**src/rtl/data_write_buffer_if.sv**
```systemverilog
// Cache-side and memory-side signals of the posted-write buffer.
//   slave  : view taken by data_write_buffer (consumes cache requests and
//            memory responses, drives cache responses and memory strobes).
//   master : view taken by the surrounding cache/memory environment.
interface data_write_buffer_if #(
  parameter int unsigned ADDR_W = 6,
  parameter int unsigned DATA_W = 32
);
  logic              C_READ;
  logic              C_WRITE;
  logic [ADDR_W-1:0] C_ADDRESS;
  logic [DATA_W-1:0] C_WRITEDATA;
  logic [DATA_W-1:0] C_READDATA;
  logic              C_BUSYWAIT;
  logic              MEM_READ;
  logic              MEM_WRITE;
  logic [ADDR_W-1:0] MEM_ADDRESS;
  logic [DATA_W-1:0] MEM_WRITEDATA;
  logic [DATA_W-1:0] MEM_READDATA;
  logic              MEM_BUSYWAIT;
  logic              WB_EMPTY;

  modport slave (
    input  C_READ, C_WRITE, C_ADDRESS, C_WRITEDATA, MEM_READDATA, MEM_BUSYWAIT,
    output C_READDATA, C_BUSYWAIT, MEM_READ, MEM_WRITE, MEM_ADDRESS,
           MEM_WRITEDATA, WB_EMPTY
  );

  modport master (
    output C_READ, C_WRITE, C_ADDRESS, C_WRITEDATA, MEM_READDATA, MEM_BUSYWAIT,
    input  C_READDATA, C_BUSYWAIT, MEM_READ, MEM_WRITE, MEM_ADDRESS,
           MEM_WRITEDATA, WB_EMPTY
  );
endinterface

```
**src/rtl/data_write_buffer.sv**
```systemverilog
// Posted-write buffer between the data cache and data memory.
// Cache writes land in a DEPTH-entry FIFO (with same-block coalescing) and
// are drained to memory in the background; reads are forwarded from the
// FIFO when they hit, otherwise they bypass queued writes to memory.
// Ports:
//   CLK   : clock, rising edge
//   RESET : asynchronous reset, active low
//   bus   : cache request/response and memory strobe/response signals
module data_write_buffer #(
  parameter int unsigned DEPTH  = 4,
  parameter int unsigned ADDR_W = 6,
  parameter int unsigned DATA_W = 32
) (
  input logic                CLK,
  input logic                RESET,
  data_write_buffer_if.slave bus
);

  localparam int unsigned PTR_W = (DEPTH > 1) ? $clog2(DEPTH) : 1;
  localparam int unsigned CNT_W = $clog2(DEPTH + 1);

  typedef enum logic [1:0] {IDLE, DRAIN, READ} state_e;

  state_e            state_q, state_d;
  logic              armed_q, armed_d;
  logic [PTR_W-1:0]  head_q, head_d, tail_q, tail_d;
  logic [CNT_W-1:0]  count_q, count_d;
  logic              rd_done_q, rd_done_d;
  logic [DATA_W-1:0] rdata_q, rdata_d;
  logic              mem_read_q, mem_read_d, mem_write_q, mem_write_d;
  logic [ADDR_W-1:0] mem_addr_q, mem_addr_d;
  logic [DATA_W-1:0] mem_wdata_q, mem_wdata_d;
  logic              wb_empty_q, wb_empty_d;

  logic [ADDR_W-1:0] addr_mem [DEPTH];
  logic [DATA_W-1:0] data_mem [DEPTH];

  logic [PTR_W-1:0]  lk_idx;
  logic              rd_hit, wr_hit;
  logic [DATA_W-1:0] rd_hit_data;
  logic [PTR_W-1:0]  wr_hit_idx;
  logic              full, wr_req, wr_accept, push, coalesce, pop, done, read_pending;

  // Associative lookup over valid entries, oldest to newest so the newest match wins.
  // The head under active drain may serve reads but must not absorb new writes.
  always_comb begin
    lk_idx      = '0;
    rd_hit      = 1'b0;
    rd_hit_data = '0;
    wr_hit      = 1'b0;
    wr_hit_idx  = '0;
    for (int unsigned i = 0; i < DEPTH; i++) begin
      lk_idx = head_q + PTR_W'(i);
      if ((CNT_W'(i) < count_q) && (addr_mem[lk_idx] == bus.C_ADDRESS)) begin
        rd_hit      = 1'b1;
        rd_hit_data = data_mem[lk_idx];
        if (!((i == 0) && (state_q == DRAIN))) begin
          wr_hit     = 1'b1;
          wr_hit_idx = lk_idx;
        end
      end
    end
  end

  // Request decode; a simultaneous read and write is handled as a read only.
  assign full         = (count_q == CNT_W'(DEPTH));
  assign wr_req       = bus.C_WRITE & ~bus.C_READ;
  assign wr_accept    = wr_req & ~(full & ~wr_hit);
  assign coalesce     = wr_accept & wr_hit;
  assign push         = wr_accept & ~wr_hit;
  assign read_pending = bus.C_READ & ~rd_hit & ~rd_done_q;
  // armed_q holds off completion on the first edge so a late busywait is not missed.
  assign done         = (state_q != IDLE) & armed_q & ~bus.MEM_BUSYWAIT;
  assign pop          = (state_q == DRAIN) & done;

  assign bus.C_BUSYWAIT  = bus.C_READ ? (~rd_hit & ~rd_done_q)
                                      : (bus.C_WRITE & full & ~wr_hit);
  assign bus.C_READDATA  = rd_done_q ? rdata_q : rd_hit_data;
  assign bus.MEM_READ      = mem_read_q;
  assign bus.MEM_WRITE     = mem_write_q;
  assign bus.MEM_ADDRESS   = mem_addr_q;
  assign bus.MEM_WRITEDATA = mem_wdata_q;
  assign bus.WB_EMPTY      = wb_empty_q;

  // Drain/read FSM next state and registered memory-port values.
  always_comb begin
    state_d     = state_q;
    armed_d     = armed_q;
    rd_done_d   = 1'b0;
    rdata_d     = rdata_q;
    mem_read_d  = mem_read_q;
    mem_write_d = mem_write_q;
    mem_addr_d  = mem_addr_q;
    mem_wdata_d = mem_wdata_q;
    unique case (state_q)
      IDLE: begin
        armed_d = 1'b0;
        if (read_pending) begin
          state_d    = READ;
          mem_read_d = 1'b1;
          mem_addr_d = bus.C_ADDRESS;
        end else if (count_q != '0) begin
          state_d     = DRAIN;
          mem_write_d = 1'b1;
          mem_addr_d  = addr_mem[head_q];
          // A write coalescing into the head on this same edge must reach memory.
          mem_wdata_d = (coalesce && (wr_hit_idx == head_q)) ? bus.C_WRITEDATA
                                                              : data_mem[head_q];
        end
      end
      DRAIN: begin
        armed_d = 1'b1;
        if (done) begin
          state_d     = IDLE;
          armed_d     = 1'b0;
          mem_write_d = 1'b0;
        end
      end
      READ: begin
        armed_d = 1'b1;
        if (done) begin
          state_d    = IDLE;
          armed_d    = 1'b0;
          mem_read_d = 1'b0;
          rdata_d    = bus.MEM_READDATA;
          rd_done_d  = 1'b1;
        end
      end
      default: begin
        state_d     = IDLE;
        armed_d     = 1'b0;
        mem_read_d  = 1'b0;
        mem_write_d = 1'b0;
      end
    endcase
  end

  // FIFO pointer and occupancy bookkeeping.
  always_comb begin
    head_d     = head_q + PTR_W'(pop);
    tail_d     = tail_q + PTR_W'(push);
    count_d    = count_q + CNT_W'(push) - CNT_W'(pop);
    wb_empty_d = (count_d == '0);
  end

  // Control and output registers.
  always_ff @(posedge CLK or negedge RESET) begin
    if (!RESET) begin
      state_q     <= IDLE;
      armed_q     <= 1'b0;
      head_q      <= '0;
      tail_q      <= '0;
      count_q     <= '0;
      rd_done_q   <= 1'b0;
      rdata_q     <= '0;
      mem_read_q  <= 1'b0;
      mem_write_q <= 1'b0;
      mem_addr_q  <= '0;
      mem_wdata_q <= '0;
      wb_empty_q  <= 1'b1;
    end else begin
      state_q     <= state_d;
      armed_q     <= armed_d;
      head_q      <= head_d;
      tail_q      <= tail_d;
      count_q     <= count_d;
      rd_done_q   <= rd_done_d;
      rdata_q     <= rdata_d;
      mem_read_q  <= mem_read_d;
      mem_write_q <= mem_write_d;
      mem_addr_q  <= mem_addr_d;
      mem_wdata_q <= mem_wdata_d;
      wb_empty_q  <= wb_empty_d;
    end
  end

  // Entry storage; validity is tracked by the pointers, so no reset needed.
  always_ff @(posedge CLK) begin
    if (push) begin
      addr_mem[tail_q] <= bus.C_ADDRESS;
      data_mem[tail_q] <= bus.C_WRITEDATA;
    end
    if (coalesce) begin
      data_mem[wr_hit_idx] <= bus.C_WRITEDATA;
    end
  end

endmodule

```
**src/flat_wrapper.sv**
```systemverilog
// flat-port wrapper written by rule: the top's interface ports become plain ports
module data_write_buffer_flat 
#(
  parameter int unsigned DEPTH  = 4,
  parameter int unsigned ADDR_W = 6,
  parameter int unsigned DATA_W = 32
)
  (CLK, RESET, bus_C_READ, bus_C_WRITE, bus_C_ADDRESS, bus_C_WRITEDATA, bus_MEM_READDATA, bus_MEM_BUSYWAIT, bus_C_READDATA, bus_C_BUSYWAIT, bus_MEM_READ, bus_MEM_WRITE, bus_MEM_ADDRESS, bus_MEM_WRITEDATA, bus_WB_EMPTY);
  data_write_buffer_if #(.ADDR_W(ADDR_W), .DATA_W(DATA_W)) bus_i ();
  input logic CLK;
  input logic RESET;
  input wire logic [$bits(bus_i.C_READ)-1:0] bus_C_READ;
  input wire logic [$bits(bus_i.C_WRITE)-1:0] bus_C_WRITE;
  input wire logic [$bits(bus_i.C_ADDRESS)-1:0] bus_C_ADDRESS;
  input wire logic [$bits(bus_i.C_WRITEDATA)-1:0] bus_C_WRITEDATA;
  input wire logic [$bits(bus_i.MEM_READDATA)-1:0] bus_MEM_READDATA;
  input wire logic [$bits(bus_i.MEM_BUSYWAIT)-1:0] bus_MEM_BUSYWAIT;
  output wire logic [$bits(bus_i.C_READDATA)-1:0] bus_C_READDATA;
  output wire logic [$bits(bus_i.C_BUSYWAIT)-1:0] bus_C_BUSYWAIT;
  output wire logic [$bits(bus_i.MEM_READ)-1:0] bus_MEM_READ;
  output wire logic [$bits(bus_i.MEM_WRITE)-1:0] bus_MEM_WRITE;
  output wire logic [$bits(bus_i.MEM_ADDRESS)-1:0] bus_MEM_ADDRESS;
  output wire logic [$bits(bus_i.MEM_WRITEDATA)-1:0] bus_MEM_WRITEDATA;
  output wire logic [$bits(bus_i.WB_EMPTY)-1:0] bus_WB_EMPTY;
  assign bus_i.C_READ = bus_C_READ;
  assign bus_i.C_WRITE = bus_C_WRITE;
  assign bus_i.C_ADDRESS = bus_C_ADDRESS;
  assign bus_i.C_WRITEDATA = bus_C_WRITEDATA;
  assign bus_i.MEM_READDATA = bus_MEM_READDATA;
  assign bus_i.MEM_BUSYWAIT = bus_MEM_BUSYWAIT;
  assign bus_C_READDATA = bus_i.C_READDATA;
  assign bus_C_BUSYWAIT = bus_i.C_BUSYWAIT;
  assign bus_MEM_READ = bus_i.MEM_READ;
  assign bus_MEM_WRITE = bus_i.MEM_WRITE;
  assign bus_MEM_ADDRESS = bus_i.MEM_ADDRESS;
  assign bus_MEM_WRITEDATA = bus_i.MEM_WRITEDATA;
  assign bus_WB_EMPTY = bus_i.WB_EMPTY;
  data_write_buffer #(.DEPTH(DEPTH), .ADDR_W(ADDR_W), .DATA_W(DATA_W)) u_core (.CLK(CLK), .RESET(RESET), .bus(bus_i));
endmodule
```
**config.mk**
```make
export PLATFORM = sky130hd
export DESIGN_NAME = data_write_buffer_flat
export DESIGN_NICKNAME = d
export VERILOG_FILES = /design/src/rtl/data_write_buffer_if.sv /design/src/rtl/data_write_buffer.sv /design/src/flat_wrapper.sv
export SDC_FILE = /design/constraint.sdc
export NUM_CORES = 1
export LEC_CHECK = 0
export CORE_ASPECT_RATIO = 1.2
export CORE_MARGIN = 3
export CORE_UTILIZATION = 60
export CTS_BUF_LIST = sky130_fd_sc_hd__clkbuf_16
export DETAILED_ROUTE_END_ITERATION = 7
export PLACE_DENSITY_LB_ADDON = 0.12
export SLEW_MARGIN = 10
export SYNTH_ARGS = -nofsm -noshare
export SYNTH_HDL_FRONTEND = slang
export SYNTH_SLANG_ARGS = --single-unit
```
**constraint.sdc**
```tcl
create_clock -name CLK -period 9.9 [get_ports CLK]
set_input_delay 2.97 -clock CLK [delete_from_list [all_inputs] [get_ports CLK]]
set_output_delay 2.97 -clock CLK [all_outputs]
set_load 0.03 [all_outputs]
```
# After elaboration in Yosys (flattened, before gate mapping)
# Memory sizes are Yosys's and may differ from the RTL's.
# Index checks and enable logic that the tools add are counted.
[totals] reg_bits=84 latch_bits=0 mem_bits_rw=152 rom_bits=0 inputBits=75 out_inout_bits=74 word_cells=124 memories=2
[op_classes] addsub=7 n_mul=0 div=0 n_lt_le_gt_ge=4 eq_ne=15 n_shift=0 n_mux=44 bitwise_logic=22 reduce_logical=18
[memory_table] name="u_core.data_mem" depth=4 width=32 rd=4 rd_ports_with_merged_regs=0 write_ports=1 line="data_write_buffer.sv:36" source="logic [DATA_W-1:0] data_mem [DEPTH];"
[memory_table] name="u_core.addr_mem" depth=4 width=6 rd=4 rd_ports_with_merged_regs=0 write_ports=1 line="data_write_buffer.sv:35" source="logic [ADDR_W-1:0] addr_mem [DEPTH];"
[ops] operator="$mux 32" count=7
[ops] operator="$reduce_or 32->1" count=1
[ops] operator="$eq 6x6->1" count=4
[ops] operator="$mux 1" count=23
[ops] operator="$mux 2" count=9
[ops] operator="$and 1x1->1" count=13
[ops] operator="$mux 6" count=2
[ops] operator="$ne 2x1->1 const B" count=5
[ops] operator="$not 1->1" count=9
[ops] operator="$lt 1x3->1 const A" count=2
[ops] operator="$lt 2x3->1 const A" count=2
[ops] operator="$pmux 1 s3" count=2
[ops] operator="$reduce_and 2->1" count=3
[ops] operator="$reduce_and 3->1" count=2
[ops] operator="$logic_and 1x1->1" count=5
[ops] operator="$add 2x1->2" count=2
[ops] operator="$add 2x2->2 const B" count=2
[ops] operator="$pmux 2 s2" count=1
[ops] operator="$reduce_and 4->1" count=1
[ops] operator="$reduce_bool 2->1" count=2
[ops] operator="$add 3x1->3" count=1
[ops] operator="$eq 3x3->1 const B" count=1
[ops] operator="$logic_not 3->1" count=1
[ops] operator="$ne 3x1->1 const B" count=1
[ops] operator="other kinds (9)" count=9

# Depth between registers and ports, before layout
# An unclocked memory read counts as a cell.
[depth] ltp_word=16 ltp_mapped=16 ltp_nobuf=12

# Least setup slack after synthesis
# No wires, ideal clock.
[synth_timing] path_type="input to output" start="input port bus_C_ADDRESS[3]" end="output port bus_C_READDATA[30]" arrival_ns=5.779 required_ns=6.930 path_slack_ns=1.151 cell_stages=12 n_path_buf=4 cell_sequence="clkbuf_1 > xnor2_1 > nor3_1 > a32o_1 > and4_1 > buf_2 > clkbuf_1 > clkbuf_1 > a221oi_1 > a21oi_1 > nor2_1 > o31ai_1"
[synth_via] elab_chain_cells=7 elab_cells_between_ends=13 classes_between="eq/ne: 4; mux: 5; reduce/logical: 4"
[synth_lines] item="start: declaration" line="flat_wrapper.sv:14" source="input wire logic [$bits(bus_i.C_ADDRESS)-1:0] bus_C_ADDRESS;"
[synth_lines] item="$eq 6x6->1" line="data_write_buffer.sv:54" source="if ((CNT_W'(i) < count_q) && (addr_mem[lk_idx] == bus.C_ADDRESS)) begin"
[synth_lines] item="$logic_and 1x1->1" line="data_write_buffer.sv:54"
[synth_lines] item="$mux 32 (3 in a row)" line="data_write_buffer.sv:54"
[synth_lines] item="$mux 32 (*)" line="data_write_buffer.sv:54"
[synth_lines] item="$mux 32 (*)" line="data_write_buffer.sv:78" source="assign bus.C_READDATA = rd_done_q ? rdata_q : rd_hit_data;"
[synth_lines] item="end: declaration" line="flat_wrapper.sv:18" source="output wire logic [$bits(bus_i.C_READDATA)-1:0] bus_C_READDATA;"
# Mark *: on every way between the ends. The rest lies on a longest branch, timed or not.

# Worst setup path in the final report
[layout_timing] start="input port bus_C_ADDRESS[3]" end="output port bus_C_READDATA[31]"
# Same word-level chain as after synthesis.

==> metrics.md <==
| Metric | Value |
|---|---|
| Final Worst Setup Slack | 0.259 ns |
| Post-synth EDFFs | 152 |
| Internal power | 2.65 mW |
| Buf+Inv Stages, Crit Path | 2 |
| CP Max Fanout | 48 |
| Sequential power share | 34.1% |
| Crit path required time | 6.93 ns |
| FF-to-FF Start | u_core.head_q[1] |
| Post-Synthesis Cells | 1256 |
| Avg Cell Area, Syn | 10.6 um^2 |
| CP cell instances | clkdlybuf4s50_1 -> xnor2_1 -> nor3_1 -> a32o_1 -> and4_4 -> a221oi_1 -> a21oi_1 -> nor2_1 -> o31ai_1 -> clkdlybuf4s50_1 |
| Synth-to-Final Area Change | 18.2% |
| Seq cells post-synth | 236 |
| Vias | 10400 |
| Dpl cell area | 0.0149 mm^2 |
| Total grt overflow | 0 |
| DP HPWL | 21100 um |
| Max incr delay on CP | 0.76 ns |
| Endpoints failing setup | 0 |
| Design Area, Final | 0.0157 mm^2 |
| Initial core utilization | 61.2% |
| Die Span Y | 169 um |
| # IOs | 149 |
| Post-synth top area share | 34.4% |
| Status | completed |
| Crit path top cell by count | clkdlybuf4s50_1 |
| # Post-CTS Setup Buffers | 0 |
| Iteration-0 DRC Markers | 958 |
| Most common cell after layout, fill and taps aside | nand2_1 |
| Cts hold-fix bufs | 0 |
| GRT Total Usage | 28.4% |
| Layout cells sized above 1 | 11.3% |
| Worst Path Arrival | 6.67 ns |
| FP Rows | 59 |
| Main synth FF type | edfxtp_1 |
| Slowest-stage cell, CP | clkdlybuf4s50_1 |
| Max-slew violation count | 0 |
| I/O Buffers | 148 |
| Nets@finish | 1433 |
| Synth unique cells | 64 |
| Unrepaired setup endpoints after global routing | false |
| Post-synth net total | 1341 |
| P per Cell Area | 285 mW/mm^2 |
| Post-Place Worst Slack | 0.361 ns |
| Num CTS Buffers | 25 |
| Fin crit period | 9.64 ns |
| Clock sinks | 236 |
| Max-cap violation count | 0 |
| Number of global-route vias before repair | 10300 |
| Drt via density | 6.30 |
| Dominant cells by area after synthesis | edfxtp_1, dfrtp_1, mux2i_1 |
| Clock root cell | clkbuf_16 |
| Routability cong. | 0.867 |
| DRC Markers | 0 |
| Commonest non-fill, non-tap cells in the layout | nand2_1, mux2i_1, edfxtp_1 |
| Max Buffers Root-to-Sink | 3 |
| Synth async-reset ratio | 35.6% |
| Least-Margin Pin Slew | 1.19 ns |
| Switching part of the total | 40.8% |
| CTS tree | built |
| Hold/Removal Path Class | reg2reg |
| Cts repair resizes | 0 |
| Hold path startpoint | u_core.bus.MEM_WRITE |
| Part of the Yosys area used for sequential elements | 50.2% |
| 1st-pass router iterations | 5 |
| Clock share of power | 20.2% |
| Pwr Total | 4.48 mW |
| Hold Violations, Final | 0 |
| Worst setup path startpoint | bus_C_ADDRESS[3] |
| Yosys top cell by area | edfxtp_1 |
| Core area | 0.0217 mm^2 |
| CTS H-tree lvls | 1 |
| Fill cells | 1548 |
| CP delay by family, top | buffers and inverters |
| Setup TNS | 0 ns |
| Tcrit/Tclk final | 97.4% |
| Detailed Route WL | 34200 um |
| Slew HR | 20.3% |
| CP startpoint kind | input port |
| Max Fclk | 104 MHz |
| WL/cell | 20.8 um |
| First-pass GRT wire length | 54500 um |
| Pin count of the biggest net entering global routing | 97 |
| Comb pwr share | 45.7% |
| VDD IR max | 241 uV |
| Clk pin slew, worst setup/hold paths | 0.06 ns |
| Post-Syn Area | 0.0133 mm^2 |
| Critical path class | in2out |
| Chip Width | 142 um |
| Initial antenna violation count | 0 |
| Clock Latency Late Sink | 0.53 ns |
| Leakage | 5.82 nW |
| Antenna Violating Nets Remaining | 0 |
| Ys Warns | 0 |
| Critical path endpoint category | output port |
| Fin Clk Skew | 0.0211 ns |
| Util after Layout | 72.4% |
| P_sw | 1.83 mW |
| Die Area | 0.0240 mm^2 |
[logic make-up (layout without fill, tap and decap cells)]
kind of cell | after synthesis | in the layout | synth area share (%)
DFF | 236 | 236 | 50.2
adders and majority gates | 10 | 10 | 0.998
buffers and inverters | 122 | 233 | 3.96
other | 0 | 2 | 0
muxes | 226 | 226 | 17.7
xor gates and xnor gates | 31 | 31 | 2.04
AOI/OAI and AO/OA | 304 | 304 | 14.1
and+or+nand+nor | 327 | 327 | 11.0
[stage by stage]
step	hold slack [ns]	std cells
floorplan	0.461	1256
global placement	0.475	1594
detailed placement	0.481	1594
CTS	0.493	1640
global route	0.518	1641
finish	0.491	1643
[cell type report]
class	instances	area, um^2	area share (%)
antenna	2	5.00	0.0319
clock buffer	25	626	3.98
clock inverter	21	159	1.01
inverter	17	66.3	0.422
multi-input combinational	898	6170	39.3
sequential	236	6680	42.5
tap	274	343	2.18
timing repair buffer	170	1660	10.6
[sequential cells by signal, indices dropped and copies added, names as in the netlist]
name	cells
u_core.tail_q	2
u_core.bus.MEM_WRITEDATA	32
u_core.addr_mem	24
u_core.count_q	3
u_core.bus.MEM_WRITE	1
u_core.armed_q	1
u_core.rd_done_q	1
u_core.rdata_q	32
u_core.bus.WB_EMPTY	1
u_core.head_q	2
u_core.bus.MEM_ADDRESS	6
u_core.bus.MEM_READ	1
u_core.data_mem	128
u_core.state_q	2
[metal layers]
| metal | part of all wire (%) | track usage (%) | vias up |
|---|---|---|---|
| met5 | 0 | 0 | - |
| met4 | 1.9 | 7.93 | 0 |
| met3 | 7.2 | 3.14 | 53 |
| met2 | 50 | 48.8 | 389 |
| met1 | 41 | 38.4 | 5085 |
| li1 | - | - | 4825 |
[power groups by stage]
stage | registers [mW] | logic, mW | clock network [mW]
floorplan | 1.57 | 1.38 | 0
global placement | 1.53 | 1.99 | 0
detailed placement | 1.54 | 2.03 | 0
CTS | 1.53 | 2.04 | 0.915
global route | 1.56 | 2.23 | 0.959
finish | 1.53 | 2.05 | 0.905
[final timing paths]
path                                                to  slack (ns)  cells past startpoint
min in group asynchronous            u_core.rdata_q[3]        2.42                      1
max in group asynchronous             u_core.head_q[1]        6.30                      2
worst min-delay path              u_core.bus.MEM_WRITE        0.49                      1
worst max register to register  u_core.data_mem[1][26]        4.15                     10
worst max-delay path                bus_C_READDATA[31]        0.26                     10
worst min register to register    u_core.bus.MEM_WRITE        0.49                      1
[cells in the mapped netlist, types with 3 or more instances]
| library cell | n |
|---|---|
| ha_1 | 9 |
| o21ai_1 | 3 |
| nor4_1 | 3 |
| nand3_1 | 36 |
| o21ai_0 | 97 |
| a31oi_1 | 33 |
| nand2_1 | 175 |
| buf_1 | 19 |
| a221oi_1 | 32 |
| nor2b_1 | 4 |
| edfxtp_1 | 152 |
| a21o_1 | 5 |
| o31ai_1 | 34 |
| nor3_1 | 12 |
| buf_2 | 10 |
| o22ai_1 | 3 |
| xor2_1 | 8 |
| mux2_2 | 65 |
| and2_1 | 4 |
| clkbuf_1 | 69 |
| a21oi_1 | 76 |
| mux2i_1 | 160 |
| inv_1 | 17 |
| nor2_1 | 73 |
| dfrtp_1 | 83 |
| xnor2_1 | 23 |
| buf_6 | 4 |
Power figures use the tool's default switching activity.
